$ cat src/rtl/ex_mult_unit.sv
// ex_mult_unit: iterative shift-and-add multiplier for the EX stage.
// Produces the low WIDTH bits of op_a*op_b after WIDTH iteration cycles and
// holds the front of the pipeline with stall until the result is presented.
// Vectors are declared [0:WIDTH-1], so bit 0 is the MSB and bit WIDTH-1 the LSB.
module ex_mult_unit #(
    parameter int WIDTH = 32,
    parameter int CNT_W = 6
) (
    input  logic             clk,
    input  logic             reset,
    input  logic             mul_ex_in,
    input  logic             flush,
    input  logic [0:WIDTH-1] op_a,
    input  logic [0:WIDTH-1] op_b,
    output logic             stall,
    output logic             busy,
    output logic             done,
    output logic [0:WIDTH-1] result
);

    localparam logic [1:0] IDLE = 2'd0;
    localparam logic [1:0] BUSY = 2'd1;
    localparam logic [1:0] DONE = 2'd2;

    localparam logic [CNT_W-1:0] LAST_ITER = CNT_W'(WIDTH - 1);

    logic [1:0]       state;
    logic [1:0]       next_state;
    logic [0:WIDTH-1] multiplicand;
    logic [0:WIDTH-1] multiplier;
    logic [0:WIDTH-1] acc;
    logic [0:WIDTH-1] partial_sum;
    logic [CNT_W-1:0] count;
    logic             start;
    logic             last_iter;

    // A new multiply is accepted only from IDLE and only if it is not being squashed.
    assign start       = (state == IDLE) && mul_ex_in && !flush;
    assign last_iter   = (count == LAST_ITER);
    assign partial_sum = acc + (multiplier[WIDTH-1] ? multiplicand : '0);

    // Stall is combinational so the pipeline freezes in the very cycle the multiply arrives.
    assign stall  = start || (state == BUSY);
    assign result = acc;

    // Next-state logic; flush overrides every transition and returns to IDLE.
    always_comb begin
        next_state = state;
        case (state)
            IDLE:    if (start) next_state = BUSY;
            BUSY:    if (last_iter) next_state = DONE;
            DONE:    next_state = IDLE;
            default: next_state = IDLE;
        endcase
        if (flush) begin
            next_state = IDLE;
        end
    end

    // State register with busy/done registered straight from the next-state decode.
    always_ff @(posedge clk) begin
        if (!reset) begin
            state <= IDLE;
            busy  <= 1'b0;
            done  <= 1'b0;
        end else begin
            state <= next_state;
            busy  <= (next_state == BUSY);
            done  <= (next_state == DONE);
        end
    end

    // Operand load on start, one shift-and-add step per BUSY cycle, partial sum dropped on flush.
    always_ff @(posedge clk) begin
        if (!reset) begin
            multiplicand <= '0;
            multiplier   <= '0;
            acc          <= '0;
            count        <= '0;
        end else if (start) begin
            multiplicand <= op_a;
            multiplier   <= op_b;
            acc          <= '0;
            count        <= '0;
        end else if (state == BUSY) begin
            if (flush) begin
                acc   <= '0;
                count <= '0;
            end else begin
                acc          <= partial_sum;
                multiplicand <= multiplicand << 1;
                multiplier   <= multiplier >> 1;
                count        <= count + 1'b1;
            end
        end
    end

endmodule

$ cat config.mk
export PLATFORM = sky130hd
export DESIGN_NAME = ex_mult_unit
export DESIGN_NICKNAME = d
export VERILOG_FILES = /design/src/rtl/ex_mult_unit.sv
export SDC_FILE = /design/constraint.sdc
export NUM_CORES = 1
export LEC_CHECK = 0
export ABC_AREA = 1
export CAP_MARGIN = 20
export CORE_MARGIN = 3
export CORE_UTILIZATION = 50
export CTS_CLUSTER_SIZE = 24
export DETAILED_ROUTE_END_ITERATION = 6
export PLACE_DENSITY = 0.8
export SYNTH_ARGS = -nofsm -noshare
export SYNTH_HDL_FRONTEND = slang
export SYNTH_SLANG_ARGS = --single-unit
$ cat constraint.sdc
create_clock -name clk -period 2.35 [get_ports clk]
set_input_delay 0.235 -clock clk [delete_from_list [all_inputs] [get_ports clk]]
set_output_delay 0.235 -clock clk [all_outputs]
set_load 0.02 [all_outputs]
# --- Yosys cells after proc, flatten, opt, wreduce, memory -nomap -nowiden ---
# Cells that the tools add are included.
# W data, S select, Z words.
op_classes:
  addsub: 2
  n_eq_ne: 5
  n_mux: 13
  bitwise: 1
  reduce_logical: 8
op_table:
  columns: ["operator", "count"]
  rows:
  - ["$mux W32", 8]
  - ["$add A32 B32 Y32", 1]
  - ["$add A6 B1 Y6 const B", 1]
  - ["$eq A6 B5 Y1 const B", 1]
  - ["$mux W2", 3]
  - ["$mux W6", 1]
  - ["$eq A2 B1 Y1 const B", 2]
  - ["$pmux W2 S2", 1]
  - ["$eq A2 B2 Y1 const B", 1]
  - ["$logic_and A1 B1 Y1", 2]
  - ["$logic_not A2 Y1", 1]
  - ["$ne A2 B1 Y1 const B", 1]
  - ["$reduce_and A2 Y1", 1]
  - ["$reduce_bool A2 Y1", 1]
  - ["$reduce_or A2 Y1", 1]
  - ["$logic_not A1 Y1", 1]
  - ["$logic_or A1 B1 Y1", 1]
  - ["$not A1 Y1", 1]
word_totals:
  regBits: 106
  input_bits: 68
  out_inout_bits: 35
  wordCells: 36

# --- Longest topological paths before layout ---
logic_depth:
  word_depth: 7
  ltp_mapped: 17
  mapped_depth_nobuf: 15

# --- Least setup slack after synthesis ---
# No wires, ideal clock.
synth_path:
  path_kind: "flip-flop to flip-flop"
  startpoint: "register multiplier[31] (netlist bit)"
  endpoint: "register acc, in the netlist result[15]"
  setup_time_ns: 0.134
  t_arrival_ns: 2.241
  t_required_ns: 2.216
  path_slack_ns: -0.025
  path_stages_with_launch: 18
  n_path_buf: 2
  synth_period_minus_slack_ns: 2.375
  path_cell_list: "dfxtp_1 clkbuf_1 clkbuf_1 nand2_1 inv_1 ha_1 inv_1 fa_1 inv_1 nand3_1 nand3_1 nand2_1 nand2_1 inv_1 o21ai_0 nand2_1 nand3_1 a21oi_1"
synth_via:
  elab_chain_cells: 3
synth_rtl:
  columns: ["element", "line", "text"]
  rows:
  - ["start: declaration", "30", "logic [0:WIDTH-1] multiplier;"]
  - ["start signal: assignment", "82", "multiplier <= op_b;"]
  - ["start signal: assignment", "92", "multiplier <= multiplier >> 1;"]
  - ["$mux W32", "40", "assign partial_sum = acc + (multiplier[WIDTH-1] ? multiplicand : '0);"]
  - ["$add A32 B32 Y32", "40", null]
  - ["$mux W32", "86", "if (flush) begin"]
  - ["end signal: assignment", "90", "acc <= partial_sum;"]
  - ["end: declaration", "31", "logic [0:WIDTH-1] acc;"]
# Every way passes these cells.
# A chain may end at the register's enable or synchronous reset.

# --- Worst setup path after layout ---
layout_path:
  startpoint: "register multiplier[31] (netlist bit)"
  endpoint: "register acc, in the netlist result[3]"
# Same word-level chain as after synthesis.

==> results.py <==
metrics = {
    "status": {
        "run_status": "finished, final reports clean",
    },
    "detailed_routing": {
        "ant_nets": 0,
        "vias_per_cell": 5.06,
        "drtPass1Iterations": 7,
        "route.detailed.drc": 0,
        "drtIter0Drc": 571,
        "routedWlPerCell_um": 13.1,
        "via_count": 7061,
        "routed_wl_mm": 18.3,
    },
    "synthesis": {
        "synth_seq_cells": 106,
        "yosysTopAreaCell": "dfxtp_1",
        "synth_top_family_by_area": "simple AND/OR/NAND/NOR gates",
        "synth_most_common_cell": "nand2_1",
        "syn-num-nets": 1230,
        "synth_area_um2": 6880,
        "async_flop_share": 0,
        "synth_flop_cell": "dfxtp_1",
        "yosys.area_share.xor_xnor": 0.00382,
        "synthCells": 1129,
        "yosys.area_share.simple": 0.376,
        "yosysSeqAreaShare": 0.308,
        "synth-compound-area-share": 0.130,
        "synth_edf_count": 0,
        "synth_top_cell_area_share": 0.308,
        "synth_area_leaders": "dfxtp_1 (31%), nand2_1 (25%), inv_1 (8.8%)",
        "yosys_warnings": 0,
        "synth_commonest_cells": "nand2_1 (466), inv_1 (161), dfxtp_1 (106)",
        "synth_adder_area_share": 0.0611,
        "avgSynthCellArea_um2": 6.10,
        "synthMuxAreaShare": 0,
        "ys_types": 35,
    },
    "layout": {
        "antennaDiodeCount": 0,
        "finish.net_count": 1315,
        "drive_gt1_frac": 0.0771,
        "synthToLayoutAreaGrowth_pct": 22.1,
        "stdcell_area_um2": 8400,
    },
    "setup_path": {
        "crit_chain": "nand2_1 > inv_1 > ha_1 > inv_1 > fa_1 > inv_1 > nand3_1 > nand3_2 > nand3_1 > nand3_2 > nand2_1 > nand2_1 > nand2_1 > nand3_1 > a21oi_1",
        "max_stage_delay_ns": 0.41,
        "critPathMaxFanout": 4,
        "worstSetupStartpointType": "flop",
        "worstPathRequired_ns": 2.58,
        "cp_slowest_cell": "fa_1",
        "crit_top_cell": "nand2_1",
        "cp-end-kind": "flop",
        "crit_type": "reg2reg",
        "r2r_slack_ns": 0.19,
        "cp.arrival_ns": 2.39,
        "crit_family": "simple AND/OR/NAND/NOR gates",
        "cp_num_buf_inv": 3,
    },
    "pwr": {
        "combPwrFrac": 0.104,
        "p_per_area_nw_per_um2": 463,
        "finalPower_w": 0.00389,
        "p_sw_frac": 0.245,
        "seqPwrFrac": 0.488,
        "p_switching_w": 0.000954,
        "p_int_w": 0.00294,
        "max-vdd-ir-drop_mv": 0.320,
        "p_leak_nw": 4.07,
        "clkPwrFrac": 0.408,
    },
    "sta": {
        "timing.slew.headroom": 0.677,
        "period_share": 0.917,
        "max_freq_mhz": 464,
        "fin_skew_ns": 0.00609,
        "finalHoldViolCount": 0,
        "setup_viol": 0,
        "finalWorstPathRequiredPeriod_ns": 2.16,
        "slew_viol_final": 0,
        "tightestPinTransition_ns": 0.485,
    },
    "cts": {
        "cts_buffers": 9,
        "cts_sinks": 106,
        "ctsHoldBuffers": 0,
        "cts_setup_buffers": 0,
        "cts_buffer_depth": 2,
        "clk_transition_reported_paths_ns": 0.07,
        "h-tree-depth": 3,
        "cts_tree": "done",
        "ctsResizeCount": 0,
        "insertion_delay_ns": 0.36,
        "root_buffer": "clkbuf_16",
    },
    "worst_hold_path": {
        "hp-class": "in2reg",
    },
    "global_routing": {
        "grt_pass1_vias": 6313,
        "grt_pass1_wl_mm": 29.9,
        "grt_overflow": 0,
        "track_usage": 0.247,
        "grt_start_max_net_pins": 64,
        "antenna_found_initial": 0,
    },
    "floorplan": {
        "rows": 42,
        "die_h_um": 123,
        "io_pins": 103,
        "coreArea_um2": 13300,
        "die_w_um": 123,
        "die-area_um2": 15200,
        "initial_utilization": 0.516,
    },
    "placement": {
        "dp_hpwl_mm": 13.8,
        "port_buffers": 102,
        "place_congestion": 0.949,
        "placed_cell_area_um2": 8080,
    },
    "run": {
        "max-cap-violations": 0,
    },
}
## power groups by stage
stage	clock network [W]	logic, W	registers [W]
after floorplan	0	0.000217	0.00193
after global placement	0	0.000403	0.00194
after detailed placement	0	0.000406	0.00194
after CTS	0.00162	0.000407	0.00190
after global routing	0.00168	0.000448	0.00191
final	0.00159	0.000406	0.00190
## metal layers
layer | global-route usage | share of wire | vias to the layer above
li1 | - | - | 3690
met1 | 0.340 | 0.47 | 3119
met2 | 0.384 | 0.44 | 224
met3 | 0.0631 | 0.071 | 28
met4 | 0.0713 | 0.019 | 0
met5 | 0 | 0 | -
## final cells by class
type | count | area, um^2
Clock inverter | 5 | 60.1
Timing Repair Buffer | 115 | 1170
Multi-Input combinational cell | 812 | 3940
Inverter | 170 | 638
Tap cell | 176 | 220
Clock buffer | 11 | 253
Sequential cell | 106 | 2120
Fill cell | 1299 | 4940
## stage by stage
stage,worst slack [ns],util,instances,hold slack [ns],TNS (ns)
after global placement,0.214,0.605,1379,0.452,0
after floorplan,0.0697,-,1129,0.333,0
after detailed placement,0.195,0.605,1379,0.456,0
after global routing,-0.0197,0.630,1395,0.445,-0.0197
final,0.195,0.630,1395,0.443,0
after CTS,0.170,0.629,1395,0.436,0
## tightest hold or removal path, stage by stage
cell and delay, ns:
clkdlybuf4s50_1 0.40, nand2_1 0.06, a21oi_1 0.05
## sequential cells by signal (all words and copies together), names as in the netlist
register	count
state	2
multiplicand	32
count	6
done	1
multiplier	32
busy	1
result	32
## final timing paths
check        cells past startpoint                          end                        start
max                             15       result[3]$_SDFFE_PP0P_  multiplier[31]$_SDFFE_PN0P_
min                              3   multiplier[0]$_SDFFE_PN0P_                      op_b[0]
max reg2reg                     15       result[3]$_SDFFE_PP0P_  multiplier[31]$_SDFFE_PN0P_
min reg2reg                      2  multiplier[23]$_SDFFE_PN0P_  multiplier[23]$_SDFFE_PN0P_
## cell families after synthesis
logic type / Yosys count
AO/OA/AOI/OAI: 157
XOR/XNOR: 3
adder cells (fa/ha/maj): 33
buffers and inverters: 211
flip-flops: 106
AND/OR/NAND/NOR: 619
## cells in the final DEF (no fill, tap or decap), types with 28 or more instances in the layout
master	instances
dfxtp_1	106
o21ai_0	28
inv_1	161
nand2_1	465
a31oi_1	43
ha_1	32
a21oi_1	68
clkdlybuf4s50_1	102
nand3_1	44
nor2_1	45
Power figures use the tool's default switching activity.
